==> src/rtl/xge_tx_arbiter_if.sv <==
// ==== xge_tx_arbiter_if : source/MAC stream bundle for the two-source TX arbiter (rev 1.0) ====
`default_nettype none

interface xge_tx_arbiter_if;
  logic        tx_ready;

  logic [63:0] s0_data;
  logic        s0_en;
  logic        s0_sop;
  logic        s0_eop;
  logic [2:0]  s0_byte_vaild;
  logic        s0_ready;

  logic [63:0] s1_data;
  logic        s1_en;
  logic        s1_sop;
  logic        s1_eop;
  logic [2:0]  s1_byte_vaild;
  logic        s1_ready;

  logic [63:0] tx_data;
  logic        tx_data_en;
  logic        tx_data_sop;
  logic        tx_data_eop;
  logic [2:0]  tx_data_byte_vaild;

  // arbiter side
  modport slave (
    input  tx_ready,
    input  s0_data, s0_en, s0_sop, s0_eop, s0_byte_vaild,
    input  s1_data, s1_en, s1_sop, s1_eop, s1_byte_vaild,
    output s0_ready, s1_ready,
    output tx_data, tx_data_en, tx_data_sop, tx_data_eop, tx_data_byte_vaild
  );

  // sources + MAC side
  modport master (
    output tx_ready,
    output s0_data, s0_en, s0_sop, s0_eop, s0_byte_vaild,
    output s1_data, s1_en, s1_sop, s1_eop, s1_byte_vaild,
    input  s0_ready, s1_ready,
    input  tx_data, tx_data_en, tx_data_sop, tx_data_eop, tx_data_byte_vaild
  );
endinterface

`default_nettype wire

==> src/rtl/xge_tx_arbiter.sv <==
// ==== xge_tx_arbiter : round-robin whole-packet arbiter, two sources onto one 10G MAC TX port (rev 1.0) ====
`default_nettype none

module xge_tx_arbiter #(
  parameter int IPG_CYCLES = 1,
  parameter int CNT_W      = 32
) (
  input  logic              usclk,
  input  logic              sys_rst,
  xge_tx_arbiter_if.slave   bus,
  output logic [CNT_W-1:0]  s0_pkt_cnt,
  output logic [CNT_W-1:0]  s1_pkt_cnt,
  output logic [CNT_W-1:0]  proto_err_cnt,
  output logic              busy
);

  localparam int                 c_GAP_W    = (IPG_CYCLES > 1) ? $clog2(IPG_CYCLES) : 1;
  localparam logic [c_GAP_W-1:0] c_GAP_LOAD = c_GAP_W'((IPG_CYCLES > 0) ? IPG_CYCLES - 1 : 0);
  localparam logic               c_HAS_GAP  = (IPG_CYCLES > 0);

  typedef enum logic [1:0] {
    ST_IDLE = 2'd0,
    ST_PKT  = 2'd1,
    ST_GAP  = 2'd2
  } state_t;

  state_t             r_state;
  state_t             w_state_nxt;
  logic               r_grant;
  logic               r_rr;
  logic               r_first;
  logic [c_GAP_W-1:0] r_gap_cnt;

  logic [63:0]        r_tx_data;
  logic               r_tx_en;
  logic               r_tx_sop;
  logic               r_tx_eop;
  logic [2:0]         r_tx_bv;

  logic               w_req0;
  logic               w_req1;
  logic               w_gnt;
  logic               w_start;
  logic               w_s0_ready;
  logic               w_s1_ready;
  logic [63:0]        w_data;
  logic               w_en;
  logic               w_sop;
  logic               w_eop;
  logic [2:0]         w_bv;
  logic               w_acc;
  logic               w_drop;
  logic               w_err;
  logic               w_done;

  assign w_req0 = bus.s0_en & bus.s0_sop;
  assign w_req1 = bus.s1_en & bus.s1_sop;
  // On a tie the source that did not win last time goes first.
  assign w_gnt  = (w_req0 & w_req1) ? ~r_rr : w_req1;

  assign w_data = r_grant ? bus.s1_data       : bus.s0_data;
  assign w_en   = r_grant ? bus.s1_en         : bus.s0_en;
  assign w_sop  = r_grant ? bus.s1_sop        : bus.s0_sop;
  assign w_eop  = r_grant ? bus.s1_eop        : bus.s0_eop;
  assign w_bv   = r_grant ? bus.s1_byte_vaild : bus.s0_byte_vaild;

  assign w_acc  = (r_state == ST_PKT) & w_en;
  // Missing sop on the first beat, or a stray sop on any later beat.
  assign w_err  = w_acc & (r_first ^ w_sop);
  assign w_drop = w_acc & r_first & ~w_sop;
  assign w_done = w_acc & w_eop;

  always_comb begin
    w_state_nxt = r_state;
    w_start     = 1'b0;
    w_s0_ready  = 1'b0;
    w_s1_ready  = 1'b0;
    case (r_state)
      ST_IDLE: begin
        if (bus.tx_ready && (w_req0 || w_req1)) begin
          w_start     = 1'b1;
          w_state_nxt = ST_PKT;
        end
      end
      ST_PKT: begin
        w_s0_ready = ~r_grant;
        w_s1_ready = r_grant;
        if (w_done) w_state_nxt = c_HAS_GAP ? ST_GAP : ST_IDLE;
      end
      ST_GAP: begin
        if (r_gap_cnt == '0) w_state_nxt = ST_IDLE;
      end
      default: w_state_nxt = ST_IDLE;
    endcase
  end

  always_ff @(posedge usclk or posedge sys_rst) begin
    if (sys_rst) begin
      r_state       <= ST_IDLE;
      r_grant       <= 1'b0;
      r_rr          <= 1'b0;
      r_first       <= 1'b0;
      r_gap_cnt     <= '0;
      r_tx_data     <= '0;
      r_tx_en       <= 1'b0;
      r_tx_sop      <= 1'b0;
      r_tx_eop      <= 1'b0;
      r_tx_bv       <= '0;
      s0_pkt_cnt    <= '0;
      s1_pkt_cnt    <= '0;
      proto_err_cnt <= '0;
    end else begin
      r_state <= w_state_nxt;

      if (w_start) begin
        r_grant <= w_gnt;
        r_rr    <= w_gnt;
        r_first <= 1'b1;
      end else if (w_acc) begin
        r_first <= 1'b0;
      end

      if (w_done && c_HAS_GAP) begin
        r_gap_cnt <= c_GAP_LOAD;
      end else if ((r_state == ST_GAP) && (r_gap_cnt != '0)) begin
        r_gap_cnt <= r_gap_cnt - 1'b1;
      end

      // tx_data holds its last value; the qualifiers drop whenever no beat is forwarded.
      if (w_acc && !w_drop) begin
        r_tx_data <= w_data;
        r_tx_en   <= 1'b1;
        r_tx_sop  <= w_sop & r_first;
        r_tx_eop  <= w_eop;
        r_tx_bv   <= w_eop ? w_bv : 3'd0;
      end else begin
        r_tx_en   <= 1'b0;
        r_tx_sop  <= 1'b0;
        r_tx_eop  <= 1'b0;
        r_tx_bv   <= 3'd0;
      end

      if (w_done && !r_grant) s0_pkt_cnt <= s0_pkt_cnt + CNT_W'(1);
      if (w_done &&  r_grant) s1_pkt_cnt <= s1_pkt_cnt + CNT_W'(1);
      if (w_err)              proto_err_cnt <= proto_err_cnt + CNT_W'(1);
    end
  end

  assign bus.s0_ready           = w_s0_ready;
  assign bus.s1_ready           = w_s1_ready;
  assign bus.tx_data            = r_tx_data;
  assign bus.tx_data_en         = r_tx_en;
  assign bus.tx_data_sop        = r_tx_sop;
  assign bus.tx_data_eop        = r_tx_eop;
  assign bus.tx_data_byte_vaild = r_tx_bv;
  assign busy                   = (r_state != ST_IDLE);

endmodule

`default_nettype wire

==> src/flat_wrapper.sv <==
// flat-port wrapper written by rule: the top's interface ports become plain ports
module xge_tx_arbiter_flat 
#(
  parameter int IPG_CYCLES = 1,
  parameter int CNT_W      = 32
)
  (usclk, sys_rst, s0_pkt_cnt, s1_pkt_cnt, proto_err_cnt, busy, bus_tx_ready, bus_s0_data, bus_s0_en, bus_s0_sop, bus_s0_eop, bus_s0_byte_vaild, bus_s1_data, bus_s1_en, bus_s1_sop, bus_s1_eop, bus_s1_byte_vaild, bus_s0_ready, bus_s1_ready, bus_tx_data, bus_tx_data_en, bus_tx_data_sop, bus_tx_data_eop, bus_tx_data_byte_vaild);
  xge_tx_arbiter_if bus_i ();
  input  logic usclk;
  input  logic sys_rst;
  output logic [CNT_W-1:0] s0_pkt_cnt;
  output logic [CNT_W-1:0] s1_pkt_cnt;
  output logic [CNT_W-1:0] proto_err_cnt;
  output logic busy;
  input wire logic [$bits(bus_i.tx_ready)-1:0] bus_tx_ready;
  input wire logic [$bits(bus_i.s0_data)-1:0] bus_s0_data;
  input wire logic [$bits(bus_i.s0_en)-1:0] bus_s0_en;
  input wire logic [$bits(bus_i.s0_sop)-1:0] bus_s0_sop;
  input wire logic [$bits(bus_i.s0_eop)-1:0] bus_s0_eop;
  input wire logic [$bits(bus_i.s0_byte_vaild)-1:0] bus_s0_byte_vaild;
  input wire logic [$bits(bus_i.s1_data)-1:0] bus_s1_data;
  input wire logic [$bits(bus_i.s1_en)-1:0] bus_s1_en;
  input wire logic [$bits(bus_i.s1_sop)-1:0] bus_s1_sop;
  input wire logic [$bits(bus_i.s1_eop)-1:0] bus_s1_eop;
  input wire logic [$bits(bus_i.s1_byte_vaild)-1:0] bus_s1_byte_vaild;
  output wire logic [$bits(bus_i.s0_ready)-1:0] bus_s0_ready;
  output wire logic [$bits(bus_i.s1_ready)-1:0] bus_s1_ready;
  output wire logic [$bits(bus_i.tx_data)-1:0] bus_tx_data;
  output wire logic [$bits(bus_i.tx_data_en)-1:0] bus_tx_data_en;
  output wire logic [$bits(bus_i.tx_data_sop)-1:0] bus_tx_data_sop;
  output wire logic [$bits(bus_i.tx_data_eop)-1:0] bus_tx_data_eop;
  output wire logic [$bits(bus_i.tx_data_byte_vaild)-1:0] bus_tx_data_byte_vaild;
  assign bus_i.tx_ready = bus_tx_ready;
  assign bus_i.s0_data = bus_s0_data;
  assign bus_i.s0_en = bus_s0_en;
  assign bus_i.s0_sop = bus_s0_sop;
  assign bus_i.s0_eop = bus_s0_eop;
  assign bus_i.s0_byte_vaild = bus_s0_byte_vaild;
  assign bus_i.s1_data = bus_s1_data;
  assign bus_i.s1_en = bus_s1_en;
  assign bus_i.s1_sop = bus_s1_sop;
  assign bus_i.s1_eop = bus_s1_eop;
  assign bus_i.s1_byte_vaild = bus_s1_byte_vaild;
  assign bus_s0_ready = bus_i.s0_ready;
  assign bus_s1_ready = bus_i.s1_ready;
  assign bus_tx_data = bus_i.tx_data;
  assign bus_tx_data_en = bus_i.tx_data_en;
  assign bus_tx_data_sop = bus_i.tx_data_sop;
  assign bus_tx_data_eop = bus_i.tx_data_eop;
  assign bus_tx_data_byte_vaild = bus_i.tx_data_byte_vaild;
  xge_tx_arbiter #(.IPG_CYCLES(IPG_CYCLES), .CNT_W(CNT_W)) u_core (.usclk(usclk), .sys_rst(sys_rst), .bus(bus_i), .s0_pkt_cnt(s0_pkt_cnt), .s1_pkt_cnt(s1_pkt_cnt), .proto_err_cnt(proto_err_cnt), .busy(busy));
endmodule
==> config.mk <==
export PLATFORM = sky130hd
export DESIGN_NAME = xge_tx_arbiter_flat
export DESIGN_NICKNAME = d
export VERILOG_FILES = /design/src/rtl/xge_tx_arbiter_if.sv /design/src/rtl/xge_tx_arbiter.sv /design/src/flat_wrapper.sv
export SDC_FILE = /design/constraint.sdc
export NUM_CORES = 1
export LEC_CHECK = 0
export CAP_MARGIN = 40
export CORE_MARGIN = 2
export CORE_UTILIZATION = 30
export DETAILED_ROUTE_END_ITERATION = 16
export GPL_ROUTABILITY_DRIVEN = 1
export REMOVE_ABC_BUFFERS = 1
export SLEW_MARGIN = 15
export SYNTH_ARGS = -nofsm -noshare
export SYNTH_HDL_FRONTEND = slang
export SYNTH_SLANG_ARGS = --single-unit
==> constraint.sdc <==
create_clock -name usclk -period 7.6 [get_ports usclk]
set_clock_uncertainty 0.05 [all_clocks]
set_input_delay 1.52 -clock usclk [delete_from_list [all_inputs] [get_ports usclk]]
set_output_delay 1.52 -clock usclk [all_outputs]
set_load 0.01 [all_outputs]
Word level (Yosys, flattened, before mapping) --
Cells that the tools add are included.
Storage, ports and cells: flip-flop bits (word level) 171, input bits 143
Cells by class: $add $sub $neg 4, eq/ne operators 5, muxes and demuxes 23, bitwise operators 12, reduce and logical (&&, ||, !) cells 13
Operators with widths (number):
- $add 32x1->32 const B | 3
- $mux 64 | 1
- $mux 1 | 15
- $and 1x1->1 | 9
- $mux 3 | 3
- $mux 2 | 3
- $pmux 2 s3 | 1
- $reduce_bool 2->1 | 3
- $logic_and 1x1->1 | 5
- $ne 2x1->1 const B | 2
- $reduce_and 3->1 | 1
- $eq 2x1->1 const B | 1
- $eq 2x2->1 const B | 1
- $logic_not 1->1 | 2
- $logic_not 2->1 | 1
- $ne 2x2->1 const B | 1
- $not 1->1 | 2
- $logic_or 1x1->1 | 1
- $sub 1x1->1 const B | 1
- $xor 1x1->1 | 1

Depth between registers and ports, before layout --
Gate-level depths: netlist of the first run.
depth in word-level cells 7, mapped depth 8, depth with buffers taken out 7

Least setup slack after synthesis of the first run --
OpenSTA, ideal clock, no wires.
path kind input port to flip-flop, from input bus_s1_sop, to register u_core.proto_err_cnt[13], data arrival time 2896 ps, path slack 4528 ps, stages on the path 8, buffers on the path 1, cell sequence mux2i_1 -> inv_1 -> ha_1 -> nand3_1 -> nor3_2 -> buf_2 -> nand4_1 -> xnor2_1
On the way: cells in the longest elaborated chain, start to end 3
Ends and longest elaborated chain:
- start: declaration | RTL line flat_wrapper.sv:23 | input wire logic [$bits(bus_i.s1_sop)-1:0] bus_s1_sop;
- $mux 1 | RTL line xge_tx_arbiter.sv:63 | assign w_sop = r_grant ? bus.s1_sop : bus.s0_sop;
- $xor 1x1->1 | RTL line xge_tx_arbiter.sv:69 | assign w_err = w_acc & (r_first ^ w_sop);
- $and 1x1->1 | RTL line xge_tx_arbiter.sv:69
- end signal: assignment | RTL line xge_tx_arbiter.sv:145 | if (w_err) proto_err_cnt <= proto_err_cnt + CNT_W'(1);
- end: declaration | RTL line xge_tx_arbiter.sv:13 | output logic [CNT_W-1:0] proto_err_cnt,
No other way between the ends. A chain may end at the register's enable or synchronous reset.

Worst setup path after layout of the first run --
from register u_core.r_grant, to output bus_s0_ready
On the way: cells in the longest elaborated chain, start to end 2
Ends and longest elaborated chain:
- start: declaration | RTL line xge_tx_arbiter.sv:29 | logic r_grant;
- start signal: assignment | RTL line xge_tx_arbiter.sv:116 | r_grant <= w_gnt;
- $not 1->1 | RTL line xge_tx_arbiter.sv:86 | w_s0_ready = ~r_grant;
- $mux 1 | RTL line xge_tx_arbiter.sv:78 | case (r_state)
- end: declaration | RTL line flat_wrapper.sv:26 | output wire logic [$bits(bus_i.s0_ready)-1:0] bus_s0_ready;
No other way between the ends.

==> impl_metrics.toml, run 1 <==
[worst_setup_path]
r2r_cells = 8
path_max_fanout = 23
reg2reg_slack_ns = 4.78
reg2reg_to = "u_core.proto_err_cnt[17]"
end_kind = "output pin"
worstSetupPathType = "register to output pin"
critPathArrivalTime_ns = 2.20
r2r_start = "u_core.r_grant"
crit_required_ns = 6.03
critPathLaunchType = "register"

[sta]
fin_tns_setup_ns = 0
max_freq_ghz = 0.2651
setup_viol = 0
fin_crit_ns = 3.773
final_max_slew_viol_count = 0
timing.hold.ws_ns = 0.4205
fin_crit_sh = 0.4964
tightestPinTransition_ns = 0.8738
slew_headroom = 0.4174
final_hold_viol_count = 0
rsz0062_at_grt = "no"

[clock_tree]
cts_tree = "built"
h-tree-depth = 4
cts-root-buf = "clkbuf_16"
cts_sinks = 171
path_clk_slew_ns = 0.07
cts_setup_buffers = 0
postCtsHoldBufs = 0
ctsResizeCount = 0
clk_path_buf_depth = 2
numCtsBuffers = 17
clock_latency_ns = 0.43

[grt]
grt-ovfl-total = 0
antenna_found_initial = 1
grt_pass1_wl_microns = 38130
grt_pass1_vias = 6557
grt_usage = 0.1726
grt_max_degree = 90

[hold_path]
hp-start = "u_core.s0_pkt_cnt[31]"
holdPathStages = 1
hold_end = "u_core.s0_pkt_cnt[31]"
hold_path_class = "register to register"

[pwr]
p_per_area_nw_per_um2 = 287.9
peakVddDrop_mv = 0.2042
power.leakage_nw = 4.990

[floorplanning]
io-pin-count = 312
die_x_microns = 166.7
core-area_sq_um = 25980
initial_core_util = 0.3054
row_count = 59
fp.dieH_microns = 166.7
die_area_sq_um = 27770

[placement]
place_area_sq_um = 11480
gp_congestion = 0.7690
portBuffers = 311
dpl.hpwl_microns = 17820

[logic_synthesis]
synth_flop_cell = "dfrtp_1"
synth_edf_count = 0
synthArstFlopShare = 1.000
synth_top_cells_by_count = "171 x dfrtp_1, 81 x xnor2_1, 80 x nor2_1"
ys_ff_latch = 171
synth_area_leaders = "dfrtp_1 54%, xnor2_1 8.9%, mux2i_1 8.8%, nand4_1 4.4%, a21oi_1 4.0%"
ys_warn_count = 0
yosysSeqAreaShare = 0.5392
yosysTopAreaCell = "dfrtp_1"
syn_area_sq_um = 7936
yosysMostFrequentCell = "dfrtp_1"
synth_cells = 729
post_synth.cell_area_avg_sq_um = 10.89
synth_top_area_frac = 0.5392
synthDistinctLibCells = 37

[routing]
first_pass_iters = 5
via_per_inst = 4.728
remaining_drc_errors = 0
num_vias = 6558
drtAntennaViolNets = 0
wl_microns = 23740
drt_iter0_markers = 314
avgRoutedWirePerCell_microns = 17.11

[layout]
syn_to_final_growth_pct = 52.64
finalInstanceArea_sq_um = 12110
nFillCells = 2441
drive_gt1_frac = 0.05709
ff_latch_area_sq_um = 4283
num-nets-final = 1185
multi_input_area_sq_um = 3465
final_core_utilization = 0.4662

[flow_run]
drv_cap = 0

[run_status]
outcome = "completed"
## worst max-delay path by stage
stage / start / to / slack (ns) / cells past startpoint
3_5_place_dp: bus_s1_sop / u_core.proto_err_cnt[21] / 3.54 / 9
3_3_place_gp: bus_s1_sop / u_core.proto_err_cnt[18] / 3.36 / 8
4_1_cts: u_core.r_grant / bus_s0_ready / 3.78 / 3
2_1_floorplan: u_core.r_grant / u_core.bus.tx_data_en / 0.08 / 2
6_report: u_core.r_grant / bus_s0_ready / 3.83 / 3
5_1_grt: bus_s1_sop / u_core.proto_err_cnt[11] / 3.70 / 9
## report_power, final
| group | internal, mW | switching, mW |
|---|---|---|
| logic | 0.697 | 0.604 |
| registers | 1.12 | 0.165 |
| clock network | 0.482 | 0.416 |
## registers in the layout (all words and copies together) (netlist names), 2 cells and up
signal                         cells
u_core.s0_pkt_cnt                 32
u_core.bus.tx_data_byte_vaild      3
u_core.r_state                     2
u_core.s1_pkt_cnt                 32
u_core.bus.tx_data                64
u_core.proto_err_cnt              32
## critical path, stage by stage (launching register included)
cell and delay, ns:
dfrtp_4 0.65, or3b_4 0.51, inv_1 0.09, clkdlybuf4s50_1 0.53
## placed cells by master (no fill, tap or decap), types with 2 or more instances in the layout
cell             instances
and3_1                  19
nor4_4                   2
buf_4                    8
and4_1                  11
clkdlybuf4s50_1        311
buf_16                   4
and2_1                  14
ha_1                     4
nand4_1                 56
inv_1                   10
clkbuf_16               17
nor4_1                   3
nor3_2                   3
nand3_1                 32
inv_8                    6
inv_6                    5
nor2_1                  80
nand4b_1                 3
nand2_1                 31
a21oi_1                 64
mux2_2                   3
dfrtp_1                170
nor3_1                  10
o21ai_0                  3
mux2i_1                 70
xnor2_1                 81
xor2_1                  12
## layer usage
layer,wire [microns],track usage,vias to the layer above
li1,-,-,3201
met1,10530,0.2262,3110
met2,11170,0.2805,223
met3,1610,0.04658,24
met4,427,0.05097,0
met5,0,0,-
## kinds of logic (layout without fill, tap and decap cells)
| family | after synthesis | count (layout) | synth area share |
|---|---|---|---|
| flops | 171 | 171 | 0.5392 |
| simple gates | 270 | 270 | 0.1856 |
| xor+xnor | 93 | 93 | 0.1026 |
| compound gates | 73 | 73 | 0.04856 |
| buf+inv | 45 | 367 | 0.02522 |
| fa+ha+maj | 4 | 4 | 0.006306 |
| other cells | 0 | 1 | 0 |
| mux | 73 | 73 | 0.09254 |
## layout make-up
cell class              instances  share of cell area
clock buffers                  18             0.03625
inverters                      11            0.003822
repair buffers                324              0.2719
well taps                     335             0.03460
diodes                          1           0.0002066
clock inverters                14             0.01363
flip-flops and latches        171              0.3535
multi-input cells             513              0.2860
## metrics by stage
stage | total power, mW | std cells | setup WS (ns)
2_1_floorplan | 1.952 | 695 | 0.07572
3_3_place_gp | 2.580 | 1347 | 3.361
3_5_place_dp | 2.631 | 1353 | 3.540
4_1_cts | 3.547 | 1385 | 3.783
5_1_grt | 3.711 | 1387 | 3.698
6_report | 3.488 | 1387 | 3.827
(Power assumes the default switching activity.)
==> run 2, diff against run 1 <==
==> constraint.sdc (replaced) <==
create_clock -name usclk -period 3.5 [get_ports usclk]
set_clock_uncertainty 0.05 [all_clocks]
set_input_delay 0.7 -clock usclk [delete_from_list [all_inputs] [get_ports usclk]]
set_output_delay 0.7 -clock usclk [all_outputs]
set_load 0.01 [all_outputs]
==> run 2 against run 1 <==
Compared with the run above:
- via count increased by 0.47%
- die area unchanged
- non-clock buffer count unchanged
- worst hold slack got worse by 0.0014 ns
- register-to-register slack got worse by 3.8 ns
- total power increased by 120%
- cell area decreased by 0.25%
- critical path type unchanged
- sequential power increased by 120%
- largest cell class unchanged
- setup slack got worse by 3.3 ns
==> impl_metrics.toml, run 2 (synthesized netlist as in run 1, its figures left out) <==
[placement]
dpl.hpwl_microns = 17650
dp_slack_ns = 0.5926
portBuffers = 311
gp_congestion = 0.7732

[grt]
antenna_found_initial = 0
grt_usage = 0.1748
grt_pass1_wl_microns = 38700
grt_max_degree = 102
grt_pass1_vias = 6660
grt-ovfl-total = 0

[routing]
first_pass_iters = 4
remaining_drc_errors = 0
avgRoutedWirePerCell_microns = 17.15
drt_iter0_markers = 352
num_vias = 6589
drtAntennaViolNets = 0
wl_microns = 23760
via_per_inst = 4.757

[sta]
fin_crit_ns = 3.000
final_hold_viol_count = 0
slew_headroom = 0.4520
setup_viol = 0
tightestPinTransition_ns = 0.8219
setup_ws_ns = 0.4996
rsz0062_at_grt = "no"
final_max_slew_viol_count = 0
fin_crit_sh = 0.8573
fin_tns_setup_ns = 0
max_freq_ghz = 0.3333

[layout]
final_core_utilization = 0.4650
antenna_cells = 0
final_cell_mix = "311 x clkdlybuf4s50_1, 170 x dfrtp_1, 81 x xnor2_1"
drive_gt1_frac = 0.05619
largest_register_ffs = 64
mostFrequentLayoutCell = "clkdlybuf4s50_1"
num-nets-final = 1185
syn_to_final_growth_pct = 52.26

[worst_setup_path]
reg2reg_to = "u_core.proto_err_cnt[17]"
startpoint = "u_core.r_grant"
reg2reg_slack_ns = 0.95
path_max_fanout = 28
critPathLaunchType = "register"
crit_required_ns = 2.75
r2r_start = "u_core.r_grant"
worstSetupPathType = "register to output pin"
end_kind = "output pin"
critPathArrivalTime_ns = 2.25
r2r_cells = 8

[clock_tree]
clock_latency_ns = 0.42
cts-root-buf = "clkbuf_16"
cts_sinks = 171
ctsResizeCount = 0
numCtsBuffers = 17
clk_path_buf_depth = 2
postCtsHoldBufs = 0
path_clk_slew_ns = 0.07
cts_tree = "built"
h-tree-depth = 4
cts_setup_buffers = 0

[run_status]
outcome = "completed"

[pwr]
p_per_area_nw_per_um2 = 625.1
peakVddDrop_mv = 0.3907
p_total_mw = 7.554
power.leakage_nw = 4.974

[flow_run]
drv_cap = 0

[floorplanning]
die_area_sq_um = 27770
core-area_sq_um = 25980
initial_core_util = 0.3054
io-pin-count = 312
row_count = 59
die_x_microns = 166.7
fp.dieH_microns = 166.7

[hold_path]
hold_end = "u_core.s1_pkt_cnt[31]"
hp-start = "u_core.s1_pkt_cnt[31]"
holdPathStages = 1
hold_path_class = "register to register"
[run 2: changes by cell type in the layout (fill, tap and decap cells not counted)]
cell,before,now
inv_8,6,2
bufinv_16,1,2
clkinv_8,1,0
diode_2,1,0
buf_16,4,1
buf_6,1,0
clkbuf_8,1,2
buf_4,8,9
buf_12,0,3
inv_6,5,6
clkinvlp_4,1,2
[run 2: metal layers]
layer | share of wire | vias to the layer above | routed length, microns | track usage
li1 | - | 3197 | - | -
met4 | 0.013 | 0 | 305 | 0.04423
met2 | 0.49 | 204 | 11620 | 0.2912
met3 | 0.059 | 18 | 1395 | 0.04373
met1 | 0.44 | 3170 | 10440 | 0.2282
met5 | 0 | - | 0 | 0
[run 2: area by class of cell]
cell class / instances / area, sq um
fill: 2438 / 13900
sequential: 171 / 4283
multi-input combinational: 513 / 3465
timing repair buffer: 324 / 3268
clock buffer: 19 / 452.9
tap: 335 / 419.2
clock inverter: 12 / 150.1
inverter: 11 / 46.29
[run 2: how the worst max path moves through the flow]
stage | end | slack, ns | cells past startpoint
3_3_place_gp | u_core.proto_err_cnt[27] | 0.61 | 9
4_1_cts | bus_s0_ready | 0.46 | 3
3_5_place_dp | u_core.proto_err_cnt[25] | 0.59 | 9
2_1_floorplan | u_core.bus.tx_data_en | -4.02 | 2
5_1_grt | bus_s0_ready | 0.41 | 3
6_report | bus_s0_ready | 0.50 | 3
[run 2: report_power, final]
group / switching [mW] / total, mW / internal [mW]
Sequential: 0.375 / 2.82 / 2.44
Clock: 0.848 / 1.96 / 1.11
Combinational: 1.28 / 2.78 / 1.50
Total: 2.50 / 7.55 / 5.05
[run 2: through the flow]
| stage | std cells | hold WS (ns) | cell area, sq um |
|---|---|---|---|
| after global routing | 1385 | 0.4435 | 12080 |
| final | 1385 | 0.4191 | 12080 |
| after detailed placement | 1353 | 0.4173 | 11450 |
| after global placement | 1353 | 0.4090 | 11450 |
| after CTS | 1384 | 0.4273 | 12060 |
| after floorplan | 695 | 0.4301 | 7777 |
[run 2: critical path: stages (launching register included)]
cell and delay [ns]:
dfrtp_4 0.67, or3b_4 0.52, inv_1 0.09, clkdlybuf4s50_1 0.54
